## src/rtl/i2c_pkg.sv

```systemverilog
// Shared definitions for the I2C slave read path and its write-side sibling.
package i2c_pkg;

  typedef enum logic [2:0] {
    IDLE,
    ADDR,
    ADDR_ACK,
    LOAD,
    TX_BIT,
    M_ACK,
    WAIT_STOP
  } state_t;

  localparam logic [6:0] SLAVE_ADDR_DEF = 7'h42;
  localparam int         BUF_DEPTH      = 32;
  localparam logic       ACK            = 1'b0;
  localparam logic       NACK           = 1'b1;

  // Address byte addresses us and asks for a read (R/W bit set).
  function automatic logic addr_hit(input logic [7:0] addr_byte, input logic [6:0] addr);
    return (addr_byte[7:1] == addr) && addr_byte[0];
  endfunction

endpackage

```

## src/rtl/i2c_bus_sync.sv

```systemverilog
// Pad synchronizer plus SCL edge and START/STOP detection for an I2C slave.
module i2c_bus_sync #(
  parameter int SYNC_STAGES = 2
) (
  input  logic clk,
  input  logic reset,
  input  logic scl_in,
  input  logic sda_in,
  output logic sda_level,
  output logic scl_rise,
  output logic scl_fall,
  output logic start_det,
  output logic stop_det
);

  logic [SYNC_STAGES-1:0] scl_sync, sda_sync;
  logic scl_lvl, scl_d, sda_d;

  // Idle bus is high, so flops reset high to avoid phantom edges.
  always_ff @(posedge clk or posedge reset) begin
    if (reset) begin
      scl_sync <= '1;
      sda_sync <= '1;
      scl_d    <= 1'b1;
      sda_d    <= 1'b1;
    end else begin
      scl_sync[0] <= scl_in;
      sda_sync[0] <= sda_in;
      for (int i = 1; i < SYNC_STAGES; i++) begin
        scl_sync[i] <= scl_sync[i-1];
        sda_sync[i] <= sda_sync[i-1];
      end
      scl_d <= scl_lvl;
      sda_d <= sda_level;
    end
  end

  assign scl_lvl   = scl_sync[SYNC_STAGES-1];
  assign sda_level = sda_sync[SYNC_STAGES-1];

  assign scl_rise  = scl_lvl & ~scl_d;
  assign scl_fall  = ~scl_lvl & scl_d;
  // SDA edges only count as bus conditions while SCL is steadily high.
  assign start_det = scl_lvl & scl_d & sda_d & ~sda_level;
  assign stop_det  = scl_lvl & scl_d & ~sda_d & sda_level;

endmodule

```

## src/rtl/i2c_slave_read_responder.sv

```systemverilog
// I2C slave read path: ACKs its read address and shifts buffer bytes out on SDA.
module i2c_slave_read_responder
  import i2c_pkg::*;
#(
  parameter logic [6:0] SLAVE_ADDR  = SLAVE_ADDR_DEF,
  parameter int         ADDR_WIDTH  = 5,
  parameter int         SYNC_STAGES = 2
) (
  input  logic                  clk,
  input  logic                  reset,
  input  logic                  scl_in,
  input  logic                  sda_in,
  output logic                  sda_oe,
  output logic [ADDR_WIDTH-1:0] RADD,
  input  logic [7:0]            DOUT,
  output logic                  busy,
  output logic                  byte_sent
);

  logic   sda_lvl, scl_rise, scl_fall, start_det, stop_det;
  state_t state;
  logic [7:0] shreg;
  logic [2:0] bitcnt;
  logic       acked;

  i2c_bus_sync #(.SYNC_STAGES(SYNC_STAGES)) u_sync (
    .clk       (clk),
    .reset     (reset),
    .scl_in    (scl_in),
    .sda_in    (sda_in),
    .sda_level (sda_lvl),
    .scl_rise  (scl_rise),
    .scl_fall  (scl_fall),
    .start_det (start_det),
    .stop_det  (stop_det)
  );

  always_ff @(posedge clk or posedge reset) begin
    if (reset) begin
      state     <= IDLE;
      sda_oe    <= 1'b0;
      RADD      <= '0;
      busy      <= 1'b0;
      byte_sent <= 1'b0;
      shreg     <= '0;
      bitcnt    <= '0;
      acked     <= 1'b0;
    end else begin
      byte_sent <= 1'b0;
      // Bus conditions abort whatever is in flight; RADD is deliberately kept.
      if (stop_det || start_det) begin
        state  <= stop_det ? IDLE : ADDR;
        sda_oe <= 1'b0;
        busy   <= 1'b0;
        shreg  <= '0;
        bitcnt <= '0;
        acked  <= 1'b0;
      end else begin
        case (state)
          IDLE: ;
          ADDR: begin
            if (scl_rise) begin
              shreg  <= {shreg[6:0], sda_lvl};
              bitcnt <= bitcnt + 3'd1;
              if (bitcnt == 3'd7)
                state <= addr_hit({shreg[6:0], sda_lvl}, SLAVE_ADDR) ? ADDR_ACK : WAIT_STOP;
            end
          end
          ADDR_ACK: begin
            // First fall ends the R/W bit and opens our ACK; the second closes it.
            if (scl_fall) begin
              if (!sda_oe) begin
                sda_oe <= 1'b1;
                busy   <= 1'b1;
              end else begin
                sda_oe <= 1'b0;
                state  <= LOAD;
              end
            end
          end
          LOAD: begin
            shreg  <= DOUT;
            sda_oe <= ~DOUT[7];
            bitcnt <= 3'd7;
            state  <= TX_BIT;
          end
          TX_BIT: begin
            if (scl_fall) begin
              if (bitcnt == 3'd0) begin
                sda_oe <= 1'b0;
                acked  <= 1'b0;
                state  <= M_ACK;
              end else begin
                shreg  <= {shreg[6:0], 1'b0};
                sda_oe <= ~shreg[6];
                bitcnt <= bitcnt - 3'd1;
              end
            end
          end
          M_ACK: begin
            if (scl_rise && !acked) begin
              byte_sent <= 1'b1;
              RADD      <= RADD + ADDR_WIDTH'(1);
              if (sda_lvl == ACK) begin
                acked <= 1'b1;
              end else begin
                busy  <= 1'b0;
                state <= WAIT_STOP;
              end
            end else if (scl_fall && acked) begin
              acked <= 1'b0;
              state <= LOAD;
            end
          end
          WAIT_STOP: sda_oe <= 1'b0;
          default:   state  <= IDLE;
        endcase
      end
    end
  end

endmodule

```

## config.mk

```make
export PLATFORM = sky130hd
export DESIGN_NAME = i2c_slave_read_responder
export DESIGN_NICKNAME = d
export VERILOG_FILES = /design/src/rtl/i2c_pkg.sv /design/src/rtl/i2c_bus_sync.sv /design/src/rtl/i2c_slave_read_responder.sv
export SDC_FILE = /design/constraint.sdc
export NUM_CORES = 1
export LEC_CHECK = 0
export BUFFER_PORTS_ARGS = -buffer_cell sky130_fd_sc_hd__clkbuf_2
export CAP_MARGIN = 25
export CORE_ASPECT_RATIO = 1.5
export CORE_MARGIN = 2
export CORE_UTILIZATION = 30
export CTS_CLUSTER_SIZE = 14
export DETAILED_ROUTE_END_ITERATION = 7
export PLACE_DENSITY = 0.45
export SYNTH_ARGS = -nofsm -noshare
export SYNTH_HDL_FRONTEND = slang
export SYNTH_SLANG_ARGS = --single-unit
```

## constraint.sdc

```tcl
create_clock -name clk -period 4 [get_ports clk]
set_clock_uncertainty 0.05 [all_clocks]
set_input_delay 0.6 -clock clk [delete_from_list [all_inputs] [get_ports clk]]
set_output_delay 0.6 -clock clk [all_outputs]
set_load 0.01 [all_outputs]
```

======== Yosys cells after proc, flatten, opt, wreduce, memory -nomap -nowiden ========
Cells that the tools add are included.
Widths: inputs -> output; s select.
operators by class
  $add $sub $neg .......................... 3
  multipliers ............................. 0
  divide/modulo/power cells ............... 0
  order comparisons ....................... 0
  eq/ne operators ......................... 22
  shifts and indexed selects .............. 0
  mux-type cells .......................... 45
  bitwise gates (word level) .............. 14
  reduce and logical (&&, ||, !) cells .... 18
operator list
  operator             count
  $mux 3               15
  $mux 7               4
  $ne 3x3->1 const B   9
  $pmux 7 s3           1
  $mux 1               20
  $pmux 3 s6           1
  $eq 3x3->1 const B   4
  $reduce_and 5->1     2
  $pmux 3 s3           1
  $reduce_and 9->1     1
  $ne 4x4->1 const B   2
  $and 1x1->1          7
  $eq 7x7->1 const B   1
  $not 1->1            7
  $eq 3x2->1 const B   2
  $logic_not 3->1      2
  $reduce_and 3->1     2
  $reduce_bool 3->1    2
  $add 5x1->5 const B  1
  $reduce_bool 5->1    1
  $ne 4x3->1 const B   1
  $pmux 1 s2           2
  $pmux 1 s4           1
  $reduce_and 4->1     1
  other kinds (10)     12
storage, ports and cells
  bits in registers ....................... 28
  latch bits .............................. 0
  RAM bits ................................ 0
  ROM bits ................................ 0
  bits of input ports ..................... 12
  output and inout port bits .............. 8
  memories ................................ 0

======== Depth between registers and ports, before layout ========
  depth in word-level cells ............... 7
  mapped depth ............................ 8
  mapped depth without buffers ............ 7

======== Hierarchy ========
Synthesis repeated with hierarchy kept, for this count alone.
unflattened totals
  cell total of the unflattened synthesis .. 152
  area total of the unflattened synthesis .. 1501.4 um^2
modules (own cells, without submodules)
  module                    times used  cells an instance  area an instance (um^2)  seq. area each (um^2)
  i2c_slave_read_responder  1           141                1307.5                   550.5
  i2c_bus_sync              1           11                 193.9                    157.7

======== Worst setup path after synthesis ========
No wires, ideal clock.
  path kind ............................... register to register
  start ................................... register state[0]
  end ..................................... register bitcnt[2]
  setup time .............................. 96 ps
  arrival time ............................ 1671 ps
  required time ........................... 3854 ps
  setup slack ............................. 2184 ps
  stages on the path, launching flop included .. 8
  path buffers ............................ 0
  clock period less this slack ............ 1816 ps
  cells stage by stage .................... dfrtp_1 -> nor3b_2 -> inv_1 -> fa_1 -> xnor2_1 -> a21o_1 -> a21oi_1 -> a311oi_2
on the way
  cells in the longest elaborated chain, start to end .. 3
RTL lines
  element                                                      RTL line                        RTL
  from (decl)                                                  i2c_slave_read_responder.sv:21  state_t state;
  from (signal assigned)                                       i2c_slave_read_responder.sv:52  state <= stop_det ? IDLE : ADDR;
  from (signal assigned)                                       i2c_slave_read_responder.sv:66  state <= addr_hit({shreg[6:0], sda_lvl}, SLAVE_ADDR) ? ADDR_ACK : WAIT_STOP;
  $eq 3x3->1, or another cell as far along                     i2c_slave_read_responder.sv:59  case (state)
  $ne 3x3->1 (no source line), or another cell as far along    -
  $reduce_and 4->1 (no source line) or $mux 3 (tied branches)  -
  to (signal assigned)                                         i2c_slave_read_responder.sv:64  bitcnt <= bitcnt + 3'd1;
  to (signal assigned)                                         i2c_slave_read_responder.sv:96  bitcnt <= bitcnt - 3'd1;
  to (decl)                                                    i2c_slave_read_responder.sv:23  logic [2:0] bitcnt;
Several ways; a longest one is shown, not always the timed one.
A chain may end at the register's enable or synchronous reset.

======== Final worst setup path ========
Same ends and word-level chain as after synthesis.

==> impl_metrics.py <==
metrics = {
    "placed_design": {
        "io_buffers": 19,
        "pre_cts_ws_ns": 1.48,
        "placed_cells": 233,
        "globalplace.congestion": 0.783,
        "hpwl_mm": 2.69,
    },
    "sta": {
        "timing.final.crit_share_pct": 63.0,
        "worst_slack_ns": 1.48,
        "tns_ns": 0,
        "max_slew_margin_pct": 38.1,
        "whs_ns": 0.313,
        "rsz0062_at_grt": "no",
        "hold_viol_final": 0,
        "worstMarginPinSlew_ns": 0.929,
        "slew_viol_final": 0,
        "setup_violations": 0,
        "clock.fmax_ghz": 0.397,
        "min_period_ns": 2.52,
    },
    "synthesis": {
        "synth_top_area_share_pct": 33.5,
        "synth_top_family_by_area": "compound AO/OA/AOI/OAI gates",
        "synth_compound_gate_area_share_pct": 21.8,
        "ys_ff_latch": 28,
        "synthAdderAreaFrac_pct": 1.98,
        "synthCells": 152,
        "avgSynthCellArea_um2": 10.8,
        "synth_area_mm2": 0.00164,
        "synth_xor_area_share_pct": 3.20,
        "synth.area.top_cells": "dfrtp_1 33%, dfstp_2 9.6%, a311oi_2 7.3%",
        "yosys.area.top_type": "dfrtp_1",
        "seq_area_frac_synth_pct": 43.1,
        "syn_nets": 166,
        "synth_cell_types": 51,
        "yosys.area_share.simple_pct": 20.5,
        "synth.area.mux_share_pct": 2.82,
        "yosys_warnings": 0,
    },
    "clock_network": {
        "cts_tree": "built",
        "path_clk_slew_ns": 0.10,
        "h-tree-depth": 1,
        "cts_resized": 0,
        "postCtsSetupBuffers": 0,
        "cts_sinks": 28,
        "cts_inserted_buffers": 3,
        "cts_root_buf": "clkbuf_8",
        "clk_latency_ns": 0.28,
        "clockBufferDepth": 2,
        "ctsHoldBuffers": 0,
    },
    "floorplanning": {
        "dieArea_mm2": 0.00610,
        "placementRows": 33,
        "io_pins": 20,
        "die_h_um": 94.7,
        "start_util_pct": 30.6,
        "core_mm2": 0.00537,
        "die_w_um": 64.4,
    },
    "route": {
        "drcViolationCount": 0,
        "drt_first_pass_iters": 4,
        "drtAntennaViolNets": 0,
        "wirelength_mm": 3.61,
        "drt-initial-drc-count": 91,
        "wire_per_inst_um": 15.2,
        "vias_per_cell": 5.22,
        "via_count": 1237,
    },
    "finish": {
        "area_growth_pct": 10.9,
        "final_cell_count_no_fill": 237,
        "final_nets": 182,
        "n_antenna_cell": 0,
        "layout-drive-gt1-share_pct": 32.3,
    },
    "status": {
        "status": "complete, no violations",
    },
    "power": {
        "ir_drop_mv": 0.202,
        "power.density_mw_per_mm2": 674,
        "power_leakage_nw": 0.768,
    },
    "critical_path": {
        "crit_chain": "nor3b_2 -> o31a_2 -> o22a_1 -> a21oi_1 -> a311oi_2",
        "worstSetupStartpointType": "flip-flop",
        "worst-path-buf-inv": 0,
        "endpoint_kind": "flip-flop",
        "critPathKind": "reg2reg",
        "path_max_fanout": 20,
        "required_ns": 4.14,
        "slowest_delay_ns": 0.66,
        "slowest_stage": "dfrtp_1",
        "crit_family": "compound AO/OA/AOI/OAI gates",
        "critPathArrivalTime_ns": 2.66,
    },
    "hold_path": {
        "hold_class": "reg2reg",
    },
    "global_route": {
        "track_usage_pct": 13.1,
        "antenna_found_initial": 0,
        "grt_max_degree": 21,
        "grt-ovfl-total": 0,
        "grt_pass1_vias": 1301,
        "grt_pass1_wl_mm": 6.22,
    },
    "flow_run": {
        "max_cap_violations": 0,
    },
}
## path summary, 6_finish.rpt
check | startpoint | end | slack (ns) | cells after the start
hold / removal | u_sync.scl_sync[0] | u_sync.scl_sync[1] | 0.31 | 0
max in group asynchronous | reset | u_sync.sda_sync[0] | 3.01 | 3
setup reg to reg | state[0] | bitcnt[2] | 1.48 | 5
setup / recovery | state[0] | bitcnt[2] | 1.48 | 5
hold reg to reg | u_sync.scl_sync[0] | u_sync.scl_sync[1] | 0.31 | 0
min in group asynchronous | reset | shreg[1] | 0.32 | 2
## power breakdown
| group | leakage, nW | switching [W] | internal (W) |
|---|---|---|---|
| Sequential | 0.351 | 0.000117 | 0.000365 |
| Clock | 0.0288 | 0.0000947 | 0.0000885 |
| Combinational | 0.388 | 0.000294 | 0.000269 |
| Total | 0.768 | 0.000506 | 0.000722 |
## cells in the mapped netlist (all sizes together)
master	instances
ha	1
o31a	2
nand4	3
nand2b	5
a311oi	9
o22ai	1
a32o	1
nand4b	2
xor2	2
and3	1
mux2i	2
nor3b	1
inv	6
clkbuf	1
o21a	2
a2bb2oi	1
nor3	4
nand2	9
a21oi	12
a211oi	3
a31oi	1
nor2b	5
buf	8
dfrtp	22
o22a	2
nor4	1
mux2	2
o21ai	3
fa	1
dfstp	6
nand3	8
and2b	1
and2	1
nor2	17
xnor2	4
a22oi	1
a21o	1
## sequential cells by signal (all words and copies together), names as in the netlist
name	flops
bitcnt	3
RADD	5
acked	1
u_sync.scl_d	1
busy	1
u_sync.sda_sync	2
shreg	7
state	3
u_sync.sda_d	1
u_sync.scl_sync	2
byte_sent	1
sda_oe	1
## per-layer routing
metal / track usage (%) / up-vias / routed length (um)
met5: 0 / - / 0
met4: 9.22 / 0 / 199
met3: 2.50 / 16 / 124
met2: 21.0 / 30 / 1810
met1: 15.8 / 614 / 1470
li1: - / 577 / -
## per-stage QoR
stage | total power (W) | area [um2] | util, %
after floorplan | 0.000994 | 1640 | -
after global placement | 0.00103 | 1740 | 32.4
after detailed placement | 0.00105 | 1770 | 32.9
after CTS | 0.00124 | 1820 | 34.0
after global routing | 0.00132 | 1820 | 34.0
final | 0.00123 | 1820 | 34.0
## layout by cell type (no fill, tap or decap), types with 2 or more instances in the layout
| cell | synthesis | final |
|---|---|---|
| nand4_1 | 3 | 3 |
| nor2b_4 | 2 | 2 |
| nand2b_1 | 3 | 3 |
| nor2b_1 | 3 | 3 |
| a21oi_1 | 11 | 11 |
| o22a_1 | 2 | 2 |
| mux2i_1 | 2 | 2 |
| nand2_1 | 9 | 9 |
| inv_1 | 6 | 6 |
| nor3_1 | 3 | 3 |
| a211oi_1 | 2 | 2 |
| nand4b_1 | 2 | 2 |
| xnor2_1 | 4 | 4 |
| xor2_1 | 2 | 2 |
| o21a_1 | 2 | 2 |
| dfrtp_1 | 22 | 22 |
| a311oi_2 | 8 | 8 |
| o21ai_0 | 2 | 2 |
| dfstp_2 | 6 | 6 |
| nand3_1 | 8 | 8 |
| nor2_1 | 16 | 16 |
| clkbuf_2 | 0 | 19 |
| clkbuf_8 | 0 | 4 |
## cells by family after synthesis
group,count (synthesis)
DFF,28
adders and majority gates,2
xor gates and xnor gates,6
and+or+nand+nor,58
buffers and inverters,15
AOI/OAI and AO/OA,39
muxes,4
## final cells by class
| type | count | area [um2] |
|---|---|---|
| Clock buffer | 4 | 55.1 |
| Fill cell | 557 | 3540 |
| Inverter | 6 | 22.5 |
| Multi-Input combinational cell | 109 | 827 |
| Sequential cell | 28 | 708 |
| Tap cell | 70 | 87.6 |
| Timing Repair Buffer | 20 | 123 |
Power figures use the tool's default switching activity.
